==> config.mk <==
export PLATFORM = sky130hd
export DESIGN_NAME = ram64_stream_reader
export DESIGN_NICKNAME = d
export VERILOG_FILES = /design/src/rtl/ram64_stream_reader.sv
export SDC_FILE = /design/constraint.sdc
export NUM_CORES = 1
export LEC_CHECK = 0
export ABC_AREA = 0
export ABC_CLOCK_PERIOD_IN_PS = 6400
export CAP_MARGIN = 10
export CORE_AREA = 2 2 96 98
export DETAILED_ROUTE_END_ITERATION = 16
export DIE_AREA = 0 0 98 100
export PLACE_DENSITY = 0.95
export SYNTH_ARGS = -nofsm -noshare
export SYNTH_HDL_FRONTEND = slang
export SYNTH_SLANG_ARGS = --single-unit
==> constraint.sdc <==
create_clock -name clk -period 6.4 [get_ports clk]
set_input_delay 1.28 -clock clk [delete_from_list [all_inputs] [get_ports clk]]
set_output_delay 1.28 -clock clk [all_outputs]
set_load 0.03 [all_outputs]
==> src/rtl/ram64_stream_reader.sv <==
// Streams a programmed window of the 64-entry sample RAM out over a valid/ready handshake.
// Fetches are paced by a period timer and can run once or loop until stopped.
module ram64_stream_reader #(
    parameter int RD_LAT = 1,
    parameter int DW     = 20,
    parameter int AW     = 6
) (
    input  logic          clk,
    input  logic          rst,
    input  logic          start,
    input  logic          stop,
    input  logic          loop,
    input  logic [AW-1:0] base_addr,
    input  logic [AW:0]   length,
    input  logic [15:0]   period,
    output logic [AW-1:0] ram_sel,
    output logic          ram_load,
    input  logic [DW-1:0] ram_out,
    output logic [DW-1:0] sample,
    output logic          sample_valid,
    input  logic          sample_ready,
    output logic          busy,
    output logic          done,
    output logic          underrun
);

    typedef enum logic [2:0] {
        S_IDLE,
        S_FETCH,
        S_WAIT,
        S_HOLD,
        S_DONE
    } state_t;

    state_t        state_q, state_d;
    logic          loop_q, loop_d;
    logic [AW-1:0] base_q, base_d;
    logic [AW:0]   length_q, length_d;
    logic [15:0]   period_q, period_d;
    logic [AW:0]   idx_q, idx_d;
    logic [15:0]   timer_q, timer_d;
    logic [1:0]    wait_cnt_q, wait_cnt_d;
    logic [AW-1:0] ram_sel_q, ram_sel_d;
    logic [DW-1:0] sample_q, sample_d;
    logic          sample_valid_q, sample_valid_d;
    logic          underrun_q, underrun_d;
    logic          stall_q, stall_d;

    logic          handshake;
    logic          timer_ready;
    logic          fetch_go;
    logic          last;
    logic [AW:0]   idx_inc;
    logic [15:0]   period_eff;

    assign period_eff  = (period == 16'd0) ? 16'd1 : period;
    assign handshake   = sample_valid_q && sample_ready;
    // The timer reaches zero on the next cycle, so a FETCH entered now lands on the expiry.
    assign timer_ready = (timer_q <= 16'd1);
    assign idx_inc     = idx_q + 1'b1;
    assign last        = (idx_inc == length_q);

    always_comb begin
        // NOTE: every variable gets a default first so no path leaves it unassigned (no latches).
        state_d        = state_q;
        loop_d         = loop_q;
        base_d         = base_q;
        length_d       = length_q;
        period_d       = period_q;
        idx_d          = idx_q;
        timer_d        = (timer_q != 16'd0) ? timer_q - 16'd1 : 16'd0;
        wait_cnt_d     = wait_cnt_q;
        ram_sel_d      = ram_sel_q;
        sample_d       = sample_q;
        sample_valid_d = sample_valid_q;
        underrun_d     = underrun_q;
        stall_d        = stall_q;
        fetch_go       = 1'b0;

        unique case (state_q)
            S_IDLE: begin
                if (start && !stop) begin
                    loop_d     = loop;
                    base_d     = base_addr;
                    length_d   = length;
                    period_d   = period_eff;
                    underrun_d = 1'b0;
                    idx_d      = '0;
                    timer_d    = 16'd0;
                    if (length != '0) begin
                        state_d   = S_FETCH;
                        ram_sel_d = base_addr;
                        timer_d   = period_eff;
                    end else begin
                        state_d = S_DONE;
                    end
                end
            end
            S_FETCH: begin
                wait_cnt_d = '0;
                stall_d    = 1'b0;
                state_d    = S_WAIT;
            end
            S_WAIT: begin
                if (wait_cnt_q == 2'(RD_LAT - 1)) begin
                    sample_d       = ram_out;
                    sample_valid_d = 1'b1;
                    state_d        = S_HOLD;
                end else begin
                    wait_cnt_d = wait_cnt_q + 2'd1;
                end
            end
            S_HOLD: begin
                if (handshake) begin
                    sample_valid_d = 1'b0;
                    // Late only if downstream stalled us past the point the timer allowed a fetch.
                    if (stall_q && timer_q == 16'd0) begin
                        underrun_d = 1'b1;
                    end
                    idx_d = last ? '0 : idx_inc;
                    if (last && !loop_q) begin
                        state_d = S_DONE;
                    end else if (timer_ready) begin
                        fetch_go = 1'b1;
                    end
                end else if (sample_valid_q) begin
                    stall_d = 1'b1;
                end else if (timer_ready) begin
                    fetch_go = 1'b1;
                end
            end
            S_DONE: begin
                state_d = S_IDLE;
            end
            default: begin
                state_d = S_IDLE;
            end
        endcase

        if (fetch_go) begin
            state_d   = S_FETCH;
            ram_sel_d = base_q + idx_d[AW-1:0];
            timer_d   = period_q;
        end

        // Abort wins over everything, including a handshake landing in the same cycle.
        if (stop && state_q != S_IDLE) begin
            state_d        = S_IDLE;
            sample_valid_d = 1'b0;
            sample_d       = sample_q;
            ram_sel_d      = ram_sel_q;
            underrun_d     = underrun_q;
            idx_d          = idx_q;
        end
    end

    // NOTE: state registers use non-blocking assignments so all flops update together.
    always_ff @(posedge clk or posedge rst) begin
        if (rst) begin
            state_q        <= S_IDLE;
            loop_q         <= 1'b0;
            base_q         <= '0;
            length_q       <= '0;
            period_q       <= '0;
            idx_q          <= '0;
            timer_q        <= '0;
            wait_cnt_q     <= '0;
            ram_sel_q      <= '0;
            sample_q       <= '0;
            sample_valid_q <= 1'b0;
            underrun_q     <= 1'b0;
            stall_q        <= 1'b0;
        end else begin
            state_q        <= state_d;
            loop_q         <= loop_d;
            base_q         <= base_d;
            length_q       <= length_d;
            period_q       <= period_d;
            idx_q          <= idx_d;
            timer_q        <= timer_d;
            wait_cnt_q     <= wait_cnt_d;
            ram_sel_q      <= ram_sel_d;
            sample_q       <= sample_d;
            sample_valid_q <= sample_valid_d;
            underrun_q     <= underrun_d;
            stall_q        <= stall_d;
        end
    end

    assign ram_sel      = ram_sel_q;
    assign ram_load     = 1'b0;
    assign sample       = sample_q;
    assign sample_valid = sample_valid_q;
    assign busy         = (state_q != S_IDLE);
    assign done         = (state_q == S_DONE);
    assign underrun     = underrun_q;

endmodule

* After elaboration in Yosys (flattened, before gate mapping)
Cells that the tools add are included.
** Storage, ports and cells
- Bits in registers :: 87
- Output and inout bits :: 31
- Input port bits :: 55
** Operators by class
- Eq/ne operators :: 17
- Bitwise operators :: 1
- Order comparisons :: 1
- Reductions and logical operators :: 30
- Mux-type cells :: 40
- $add $sub $neg :: 4
** Operator list (number)
- $mux 16 :: 6
- $logic_not 16->1 :: 2
- $mux 6 :: 4
- $mux 3 :: 7
- $mux 7 :: 3
- $le 16x1->1 const B :: 1
- $ne 4x4->1 const B :: 4
- $reduce_bool 16->1 :: 1
- $sub 16x1->16 const B :: 1
- $pmux 7 s2 :: 1
- $mux 1 :: 13
- $ne 2x2->1 const B :: 6
- $pmux 3 s4 :: 1
- $reduce_and 4->1 :: 3
- $reduce_bool 2->1 :: 6
- $reduce_and 3->1 :: 3
- $add 7x1->7 const B :: 1
- $eq 7x7->1 :: 1
- $reduce_bool 7->1 :: 1
- $add 6x6->6 :: 1
- $eq 3x2->1 const B :: 2
- $ne 3x3->1 const B :: 2
- $pmux 1 s2 :: 3
- $reduce_bool 3->1 :: 2
- 12 further kinds :: 18

* Depth between registers and ports, before layout
Gate-level depths: netlist (run 1).
- Depth after elaboration :: 8
- Depth in mapped cells :: 15

* Worst setup path before layout (run 1)
No wires, ideal clock.
- Path type :: input-to-reg
- From :: input stop
- To :: register ram_sel_q[5] (netlist: ram_sel[5])
- Setup time :: 0.135 ns
- Arrival time :: 3.788 ns
- Data required time :: 6.265 ns
- Setup slack :: 2.478 ns
- Path buffers :: 0
- Stages :: 11
- Path through :: or4b_4 > nor2_4 > a21oi_1 > a22o_1 > ha_1 > a211oi_1 > nor4b_1 > nor3_1 > or4b_1 > o211ai_1 > o211ai_1
** Between the ends
- Word-level cells in the longest chain between the ends :: 6
- Elaborated cells on any way between the ends :: 10
- Those cells by class :: add/sub: 1; mux: 3; bitwise: 1; reduce/logical: 5
** Ends and longest elaborated chain
- from (decl) :: line 11 : input logic stop,
- $logic_not 1->1 :: line 82 : if (start && !stop) begin
- $logic_and 1x1->1 :: line 82
- $mux 7 :: line 82
- $pmux 7 s2 :: line 80 : unique case (state_q)
- $add 6x6->6 :: line 142 : ram_sel_d = base_q + idx_d[AW-1:0];
- $mux 6 :: line 140 : if (fetch_go) begin
- to (signal assigned) :: line 182 : ram_sel_q <= ram_sel_d;
- to (decl) :: line 43 : logic [AW-1:0] ram_sel_q, ram_sel_d;
Parallel ways exist; a longest one is shown, timed or not. The select of a mux whose other input is x is not followed.
A chain may end at the register's enable or synchronous reset.

* Worst setup path after layout (run 1)
Same ends and word-level chain as after synthesis.

==> results.yml, run 1 <==
synthesis:
  ys.flop_type: "dfrtp_1"
  synthDominantCellAreaShare: 0.4482
  syn_area_per_cell_um2: 10.84
  ys_types: 68
  synth_edf_count: 0
  syn-num-nets: 514
  ys_top_cells_by_area: "dfrtp_1, mux2_2, xnor2_1, nand2_1, ha_1"
  synth_area_leader_cell: "dfrtp_1"
  yosys_warnings: 0
  synth.most_common_cell: "dfrtp_1"
  async_reset_ff_frac: 1.000
  ys_seq_area_frac: 0.4482
  syn-instance-count: 448
  ys_ff_latch: 87
  ys_top_cells_by_count: "dfrtp_1, mux2_2, nand2_1"
  syn-cell-area_um2: 4857
global_routing:
  grt_pass1_vias: 4036
  grt_antenna_before_repair: 0
  grt_max_degree: 88
  grt_pass1_wl_um: 19350
  gr-usage-all-layers: 0.2421
  grt_overflow: 0
status:
  status: "finished, final reports clean"
die:
  dieWidth_um: 98
  core.rowCount: 35
  pin_count: 86
  dieArea_um2: 9800
  core_area_um2: 8890
  initial_core_util: 0.5464
  die_h_um: 100
layout:
  insertedDiodeCount: 0
  drive_gt1_frac: 0.1921
  multi_input_area_um2: 2509
  n_fill_cell: 658
  area_delta_synth_final_pct: 22.46
  seq_area_um2: 2177
  fin_util: 0.6691
  fin_cells: 642
  nNetsFinal: 592
routing:
  routedWlPerCell_um: 17.88
  wl_met2_um: 5542
  route.top_layer_used: "met4"
  via_per_inst: 6.106
  vias: 3920
  routedLengthMet1_um: 4711
  drtAntennaViolNets: 0
  drc: 0
  first_pass_iters: 9
  dr_wl_met3_um: 882
  drtIter0Drc: 316
  wl_um: 11480
power:
  p_per_area_nw_per_um2: 454.7
  max-vdd-ir-drop_mv: 0.3359
  leakagePower_uw: 0.002428
worst_setup_path:
  cp_common_cell: "o211ai_1"
  end_kind: "flop"
  cpPeakStageDelay_ns: 0.62
  start_kind: "primary input"
  critical_path_required_ns: 6.65
  worstSetupPathType: "primary input to flop"
  cpMaxStageDelayCell: "or4b_4"
  path_cells: "clkdlybuf4s50_1 > or4b_4 > nor2_4 > a21oi_1 > a22o_1 > ha_1 > a211oi_1 > nor4b_1 > nor3_1 > or4b_1 > o211ai_1 > o211ai_1"
  worstPathMaxFanout: 24
  arrival_ns: 5.19
flow_run:
  maxCapViolations: 0
clock_network:
  cts_tree: "built"
  max-clock-path-buffers: 2
  cts_made_buffers: 9
  clock_sinks: 87
  cts_setup_buffers: 0
  htreeDepth: 3
  ctsRootBufferMaster: "clkbuf_8"
  clock_latency_ns: 0.36
  cts-resized-gates: 0
  path_clk_slew_ns: 0.11
  ctsHoldBuffers: 0
timing:
  rsz0062_at_grt: "no"
  report.final.setup_viol: 0
  setup_tns_ns: 0
  skew_ns: 0.01960
  min_period_ns: 4.939
  fin_crit_sh: 0.7717
  slew_headroom: 0.2382
  fmax_ghz: 0.2025
  worstMarginPinSlew_ns: 1.132
  holdWs_ns: 0.4920
  finalMaxSlewViolations: 0
  hold_viol: 0
place:
  hpwlAfterDp_um: 8267
  portBuffers: 84
  placedCellCount: 626
  place_congestion: 0.9237
hold_path:
  worstHoldPathType: "flop to flop"
[metrics by stage]
| stage | area, µm² | power [µW] | worst slack (ns) |
|---|---|---|---|
| floorplan | 4857 | 1875 | 2.478 |
| global placement | 5742 | 2223 | 1.390 |
| detailed placement | 5742 | 2288 | 1.140 |
| CTS | 5948 | 2701 | 1.520 |
| global route | 5948 | 2867 | 1.208 |
| finish | 5948 | 2704 | 1.461 |
[flip-flops by register name, indices dropped and copies added (netlist names)]
| name | count |
|---|---|
| sample_valid | 1 |
| idx_q | 7 |
| underrun | 1 |
| period_q | 16 |
| state_q | 3 |
| timer_q | 16 |
| ram_sel | 6 |
| stall_q | 1 |
| wait_cnt_q | 2 |
| base_q | 6 |
| loop_q | 1 |
| length_q | 7 |
| sample | 20 |
[path summary, 6_finish.rpt]
kind,to,start,slack (ns),depth (start not counted)
worst min register to register,timer_q[3]$_DFF_PP0_,period_q[3]$_DFFE_PP0P_,0.49,1
min in group asynchronous,sample[19]$_DFFE_PP0P_,rst,1.57,3
max in group asynchronous,wait_cnt_q[0]$_DFFE_PP0P_,rst,4.14,3
worst min-delay path,timer_q[3]$_DFF_PP0_,period_q[3]$_DFFE_PP0P_,0.49,1
worst max-delay path,ram_sel[5]$_DFFE_PP0P_,stop,1.46,12
worst max register to register,ram_sel[5]$_DFFE_PP0P_,idx_q[0]$_DFFE_PP0N_,1.72,14
[layer usage]
| layer | vias up | track usage |
|---|---|---|
| li1 | 1789 | - |
| met1 | 1912 | 0.3082 |
| met2 | 186 | 0.3978 |
| met3 | 33 | 0.05501 |
| met4 | 0 | 0.1100 |
| met5 | - | 0 |
[kinds of logic (layout without fill, tap and decap cells)]
| group | count (synthesis) | in the layout | synth area share |
|---|---|---|---|
| compound gates | 85 | 85 | 0.1216 |
| xor+xnor | 25 | 25 | 0.04508 |
| fa+ha+maj | 11 | 11 | 0.02988 |
| buf+inv | 34 | 117 | 0.03632 |
| flops | 87 | 87 | 0.4482 |
| mux | 65 | 65 | 0.1569 |
| other cells | 1 | 1 | 0.0007721 |
| simple gates | 140 | 140 | 0.1613 |
[where the power goes]
group / leakage (µW) / total [µW] / internal (µW) / switching (µW)
sequential: 0.00106 / 1030 / 800 / 226
combinational: 0.00127 / 1280 / 634 / 642
clock: 0.0000975 / 403 / 185 / 218
total: 0.00243 / 2700 / 1620 / 1080
[final cells by class]
class | instances | share of cell area
Tap cell | 111 | 0.02335
Timing Repair Buffer | 87 | 0.1451
Sequential cell | 87 | 0.3660
Inverter | 14 | 0.009045
Multi-Input combinational cell | 327 | 0.4218
Clock inverter | 7 | 0.01388
Clock buffer | 9 | 0.02082
[critical path, delay by kind of cell]
family	cells	cell delay (ns)
AOI/OAI and AO/OA	5	1.05
adders and majority gates	1	0.32
and+or+nand+nor	5	1.99
buffers and inverters	1	0.55
[cell usage in the layout (no fill, tap or decap), types with 3 or more instances in the layout]
cell,instances
clkbuf_8,9
a21oi_1,12
nand2b_1,7
a21o_1,3
a22o_1,4
xor2_1,9
or3_1,5
or4_1,4
and2_1,3
nor3_1,15
xnor2_1,16
mux2_4,8
o21ai_0,24
inv_1,13
o31ai_1,4
nor2b_1,3
ha_1,10
nor3b_1,4
o21bai_1,3
nand2_1,37
clkinv_4,3
dfrtp_1,87
or2_2,4
o211ai_1,7
mux2_2,56
nor4_1,8
a32o_1,3
nand3_1,10
clkdlybuf4s50_1,84
buf_4,3
nor2_1,21
(Power assumes the default switching activity.)
==> run 2: changes to the inputs <==
--- a/config.mk
+++ b/config.mk
@@ -6,12 +6,12 @@
 export NUM_CORES = 1
 export LEC_CHECK = 0
 export ABC_AREA = 0
-export ABC_CLOCK_PERIOD_IN_PS = 6400
+export ABC_CLOCK_PERIOD_IN_PS = 4300
 export CAP_MARGIN = 10
-export CORE_AREA = 2 2 96 98
+export CORE_AREA = 2 2 104 106
 export DETAILED_ROUTE_END_ITERATION = 16
-export DIE_AREA = 0 0 98 100
-export PLACE_DENSITY = 0.95
+export DIE_AREA = 0 0 106 108
+export PLACE_DENSITY = 0.88
 export SYNTH_ARGS = -nofsm -noshare
 export SYNTH_HDL_FRONTEND = slang
 export SYNTH_SLANG_ARGS = --single-unit
==> constraint.sdc (replaced) <==
create_clock -name clk -period 4.3 [get_ports clk]
set_input_delay 0.86 -clock clk [delete_from_list [all_inputs] [get_ports clk]]
set_output_delay 0.86 -clock clk [all_outputs]
set_load 0.03 [all_outputs]
==> run 2 against run 1 <==
Cell area grew 2.3%. Critical path depth is 3 higher. Non-clock buffer count increased by 17. Cell count rose by 6.2%. Global-route usage shrank 2.7 points. Core utilization shrank 7.4 points. Power grew 49%. Setup slack got worse by 1.2 ns. Clock power up 37%. Clock skew down 0.0060 ns. Largest cell class unchanged.
==> results.yml, run 2 (synthesis gave the netlist of run 1 again) <==
worst_setup_path:
  cpPeakStageDelay_ns: 0.61
  r2r_cells: 15
  reg2reg_from: "idx_q[1]$_DFFE_PP0N_"
  worstPathMaxFanout: 9
  critPathTopFamily: "simple AND/OR/NAND/NOR gates"
  r2r_slack_ns: 0.24
  start_kind: "flop"
  worstReg2RegEnd: "ram_sel[5]$_DFFE_PP0P_"
  arrival_ns: 4.31
  path_depth: 15
  cpMaxStageDelayCell: "or4b_2"
  worstSetupPathType: "flop to flop"
  crit_path_end: "ram_sel[5]$_DFFE_PP0P_"
  end_kind: "flop"
  critical_path_required_ns: 4.54
  startpoint: "idx_q[1]$_DFFE_PP0N_"
  path_buf_inv: 1
  path_cells: "ha_1 > and2_1 > a211o_1 > a31oi_4 > nor3_1 > buf_4 > or4b_2 > o21ai_0 > ha_2 > o21ai_2 > nor4b_1 > nor3_1 > or4b_1 > o211ai_1 > o211ai_1"
place:
  hpwlAfterDp_um: 8554
  portBuffers: 84
  placedCellCount: 664
  place_congestion: 0.9083
  place_area_um2: 5871
clock_network:
  htreeDepth: 3
  clock_latency_ns: 0.36
  path_clk_slew_ns: 0.09
  clock_sinks: 87
  max-clock-path-buffers: 2
  ctsRootBufferMaster: "clkbuf_8"
  cts_tree: "built"
  ctsHoldBuffers: 0
  cts_made_buffers: 9
timing:
  hold_viol: 0
  min_period_ns: 4.064
  setup_tns_ns: 0
  finalMaxSlewViolations: 0
  rsz0062_at_grt: "no"
  worstMarginPinSlew_ns: 1.057
  fin_crit_sh: 0.9452
  skew_ns: 0.01356
  fmax_ghz: 0.2461
  report.final.setup_viol: 0
  slew_headroom: 0.2936
global_routing:
  grt_antenna_before_repair: 0
  grt_overflow: 0
  gr-usage-all-layers: 0.2152
  grt_pass1_wl_um: 19580
  grt_max_degree: 51
  grt_pass1_vias: 4044
layout:
  drive_gt1_frac: 0.2125
  layout_commonest_cell: "dfrtp_1"
  largest_reg_flops: 20
  nNetsFinal: 609
  fin_area_um2: 6086
  layout_common_cells: "dfrtp_1, clkdlybuf4s50_1, mux2_2"
  insertedDiodeCount: 0
  area_delta_synth_final_pct: 25.30
  fin_cells: 682
die:
  core_area_um2: 10230
  die_h_um: 108
  dieWidth_um: 106
  pin_count: 86
  core.rowCount: 37
  dieArea_um2: 11450
  initial_core_util: 0.4747
flow_run:
  maxCapViolations: 0
hold_path:
  hold_depth: 1
  worstHoldPathType: "flop to flop"
routing:
  drtIter0Drc: 244
  routedWlPerCell_um: 17.12
  via_per_inst: 5.654
  first_pass_iters: 4
  vias: 3856
  drc: 0
  wl_um: 11670
  drtAntennaViolNets: 0
power:
  max-vdd-ir-drop_mv: 0.4190
  leakagePower_uw: 0.002503
  p_per_area_nw_per_um2: 660.9
  total_power_uw: 4022
status:
  status: "finished, final reports clean"
run 2: cell count changes in the layout (fill, tap and decap cells not counted), sizes merged:
cell,delta
buf,+17
clkinvlp,-2
inv,-1
clkinv,-3
clkbuf,+4
run 2: final cells by class:
cell class                 instances  area, µm²
clock buffer                      13      148.9
tap                              136      170.2
inverter                          14      53.80
timing repair buffer             104      991.0
fill                             832       4145
multi-input combinational        327       2515
clock inverter                     1      30.03
sequential                        87       2177
run 2: worst min-delay path by stage:
stage	to	slack (ns)	startpoint
final	timer_q[3]$_DFF_PP0_	0.50	period_q[3]$_DFFE_PP0P_
after global routing	timer_q[3]$_DFF_PP0_	0.53	period_q[3]$_DFFE_PP0P_
after CTS	timer_q[3]$_DFF_PP0_	0.50	period_q[3]$_DFFE_PP0P_
after detailed placement	timer_q[3]$_DFF_PP0_	0.48	period_q[3]$_DFFE_PP0P_
after global placement	timer_q[3]$_DFF_PP0_	0.46	period_q[3]$_DFFE_PP0P_
after floorplan	timer_q[3]$_DFF_PP0_	0.45	period_q[3]$_DFFE_PP0P_
run 2: per-stage QoR:
step | setup WS [ns] | util | hold WS, ns
final | 0.2358 | 0.5948 | 0.4961
after global routing | 0.01009 | 0.5948 | 0.5252
after CTS | 0.1193 | 0.5913 | 0.5009
after detailed placement | 0.07692 | 0.5738 | 0.4824
after global placement | 0.2118 | 0.5738 | 0.4623
after floorplan | 0.6804 | - | 0.4541
run 2: what timing repair did:
action / in CTS / in global routing
buffers inserted: 0 / 4
resized for setup: 0 / 3
endpoints found under the setup margin: 0 / 1
run 2: layer usage:
layer / vias up / GRT usage / part of all wire
met5: - / 0 / 0
met3: 15 / 0.03677 / 0.062
li1: 1806 / - / -
met2: 134 / 0.3604 / 0.48
met4: 0 / 0.08271 / 0.017
met1: 1901 / 0.2814 / 0.44
run 2: power by group:
part / switching (µW) / leakage (µW) / total (µW) / internal (µW)
clock: 272 / 0.0000896 / 552 / 279
combinational: 984 / 0.00136 / 1980 / 993
sequential: 301 / 0.00106 / 1490 / 1190
==> run 3: changes to the inputs <==
--- a/config.mk
+++ b/config.mk
@@ -12,6 +12,7 @@
 export DETAILED_ROUTE_END_ITERATION = 16
 export DIE_AREA = 0 0 106 108
 export PLACE_DENSITY = 0.88
+export SETUP_SLACK_MARGIN = 0.15
 export SYNTH_ARGS = -nofsm -noshare
 export SYNTH_HDL_FRONTEND = slang
 export SYNTH_SLANG_ARGS = --single-unit
==> run 3 against run 2 <==
Power up 0.14%. Cell area rose by 0.25%. Sequential share of layout area down 0.068 points. Routed wire length grew 0.27%. Global-route usage unchanged. Setup slack better by 0.13 ns. Critical endpoint unchanged. Largest power group unchanged.
==> results.yml, run 3 (synthesis gave the netlist of run 1 again) <==
die:
  pin_count: 86
  core.rowCount: 37
  core_area_um2: 10230
  dieWidth_um: 106
  die_h_um: 108
  initial_core_util: 0.4747
  dieArea_um2: 11450
timing:
  skew_ns: 0.01098
  hold_viol: 0
  report.final.setup_viol: 0
  worstMarginPinSlew_ns: 1.042
  fmax_ghz: 0.2543
  setup_tns_ns: 0
  finalMaxSlewViolations: 0
  min_period_ns: 3.933
  rsz0062_at_grt: "no"
  slew_headroom: 0.3033
  fin_crit_sh: 0.9147
power:
  swShare: 0.3874
  pwr-share-comb: 0.492
  internal_power_uw: 2467
  p_per_area_nw_per_um2: 660.2
  clockPowerShare: 0.137
  max-vdd-ir-drop_mv: 0.4185
  seqPwrFrac: 0.371
  power.switching_uw: 1561
  leakagePower_uw: 0.002506
layout:
  multi_input_area_um2: 2521
  seq_area_um2: 2178
  area_delta_synth_final_pct: 25.61
  largest_reg_flops: 20
  drive_gt1_frac: 0.2194
  layout_common_cells: "dfrtp_1, clkdlybuf4s50_1, mux2_2"
  layout_commonest_cell: "dfrtp_1"
  insertedDiodeCount: 0
  n_fill_cell: 832
  nNetsFinal: 610
  fin_util: 0.5963
worst_setup_path:
  worstPathMaxFanout: 9
  start_kind: "flop"
  end_kind: "flop"
  worstReg2RegEnd: "ram_sel[5]$_DFFE_PP0P_"
  r2r_cells: 15
  reg2reg_from: "idx_q[1]$_DFFE_PP0N_"
  critical_path_required_ns: 4.54
  worstSetupPathType: "flop to flop"
  arrival_ns: 4.17
  r2r_slack_ns: 0.37
flow_run:
  maxCapViolations: 0
global_routing:
  grt_overflow: 0
  grt_pass1_vias: 4044
  grt_antenna_before_repair: 0
  grt_pass1_wl_um: 19580
  grt_max_degree: 51
  gr-usage-all-layers: 0.2152
clock_network:
  clock_sinks: 87
  htreeDepth: 3
  max-clock-path-buffers: 2
  cts_made_buffers: 9
  path_clk_slew_ns: 0.09
  clock_latency_ns: 0.36
  cts_tree: "built"
  ctsRootBufferMaster: "clkbuf_8"
place:
  place_congestion: 0.9083
  portBuffers: 84
  hpwlAfterDp_um: 8554
routing:
  drtAntennaViolNets: 0
  drtIter0Drc: 226
  drc: 0
  routedWlPerCell_um: 17.14
  via_per_inst: 5.635
  first_pass_iters: 4
  wl_um: 11710
  vias: 3849
hold_path:
  worstHoldPathType: "flop to flop"
  min_to: "timer_q[3]$_DFF_PP0_"
  min_from: "period_q[3]$_DFFE_PP0P_"
  hold_depth: 1
status:
  status: "finished, final reports clean"
-- run 3: cell count changes in the layout (fill, tap and decap cells not counted), sizes merged --
cell,change
buf,+1
-- run 3: worst max path at each step --
stage                                     from                     end  slack [ns]  cells after the start
after floorplan           idx_q[1]$_DFFE_PP0N_  ram_sel[5]$_DFFE_PP0P_        0.68                     14
after global placement            sample_ready  ram_sel[5]$_DFFE_PP0P_        0.21                     13
after detailed placement          sample_ready  ram_sel[5]$_DFFE_PP0P_        0.08                     13
after CTS                 idx_q[1]$_DFFE_PP0N_  ram_sel[5]$_DFFE_PP0P_        0.21                     15
after global routing      idx_q[0]$_DFFE_PP0N_  ram_sel[5]$_DFFE_PP0P_        0.18                     15
final                     idx_q[1]$_DFFE_PP0N_  ram_sel[5]$_DFFE_PP0P_        0.37                     15
-- run 3: layout make-up --
type                       count  share of cell area
clock buffer                  13             0.02441
clock inverter                 1            0.004922
inverter                      14            0.008819
multi-input combinational    327              0.4132
sequential                    87              0.3571
tap                          136             0.02789
timing repair buffer         105              0.1637
-- run 3: power by group through the flow --
stage | combinational [µW] | clock, µW | sequential, µW
6_report | 1980 | 552 | 1490
5_1_grt | 2160 | 595 | 1540
4_1_cts | 1940 | 566 | 1490
3_5_place_dp | 1920 | 0 | 1500
3_3_place_gp | 1870 | 0 | 1480
2_1_floorplan | 1120 | 0 | 1670
-- run 3: critical path: stages, from the launching register on --
cell	delay (ns)
dfrtp_2	0.41
ha_2	0.19
and2_1	0.17
a211o_1	0.33
a31oi_4	0.22
nor3_1	0.11
buf_4	0.17
or4b_2	0.64
o21ai_2	0.10
ha_2	0.32
o21ai_2	0.16
nor4b_1	0.09
nor3_1	0.24
or4b_1	0.46
o211ai_1	0.10
o211ai_1	0.09
-- run 3: metal layers --
metal,GRT usage,vias up,routed length [µm]
li1,-,1810,-
met1,0.2814,1898,5105
met2,0.3604,126,5702
met3,0.03677,15,698
met4,0.08271,0,199
met5,0,-,0
-- run 3: per-stage QoR --
step / hold slack, ns / setup WS [ns] / instance area, µm² / instances / total power, µW
2_1_floorplan: 0.4541 / 0.6804 / 4857 / 448 / 2790
3_3_place_gp: 0.4623 / 0.2118 / 5871 / 664 / 3347
3_5_place_dp: 0.4824 / 0.07692 / 5871 / 664 / 3426
4_1_cts: 0.5009 / 0.2064 / 6050 / 678 / 4001
5_1_grt: 0.5252 / 0.1773 / 6101 / 683 / 4289
6_report: 0.4994 / 0.3669 / 6101 / 683 / 4028
-- run 3: what timing repair did --
item | 4_1_cts | 5_1_grt
pin swaps | 0 | 3
resized for setup | 1 | 6
setup endpoints to repair | 1 | 1
hold buffers | 0 | 0
setup buffers | 0 | 5
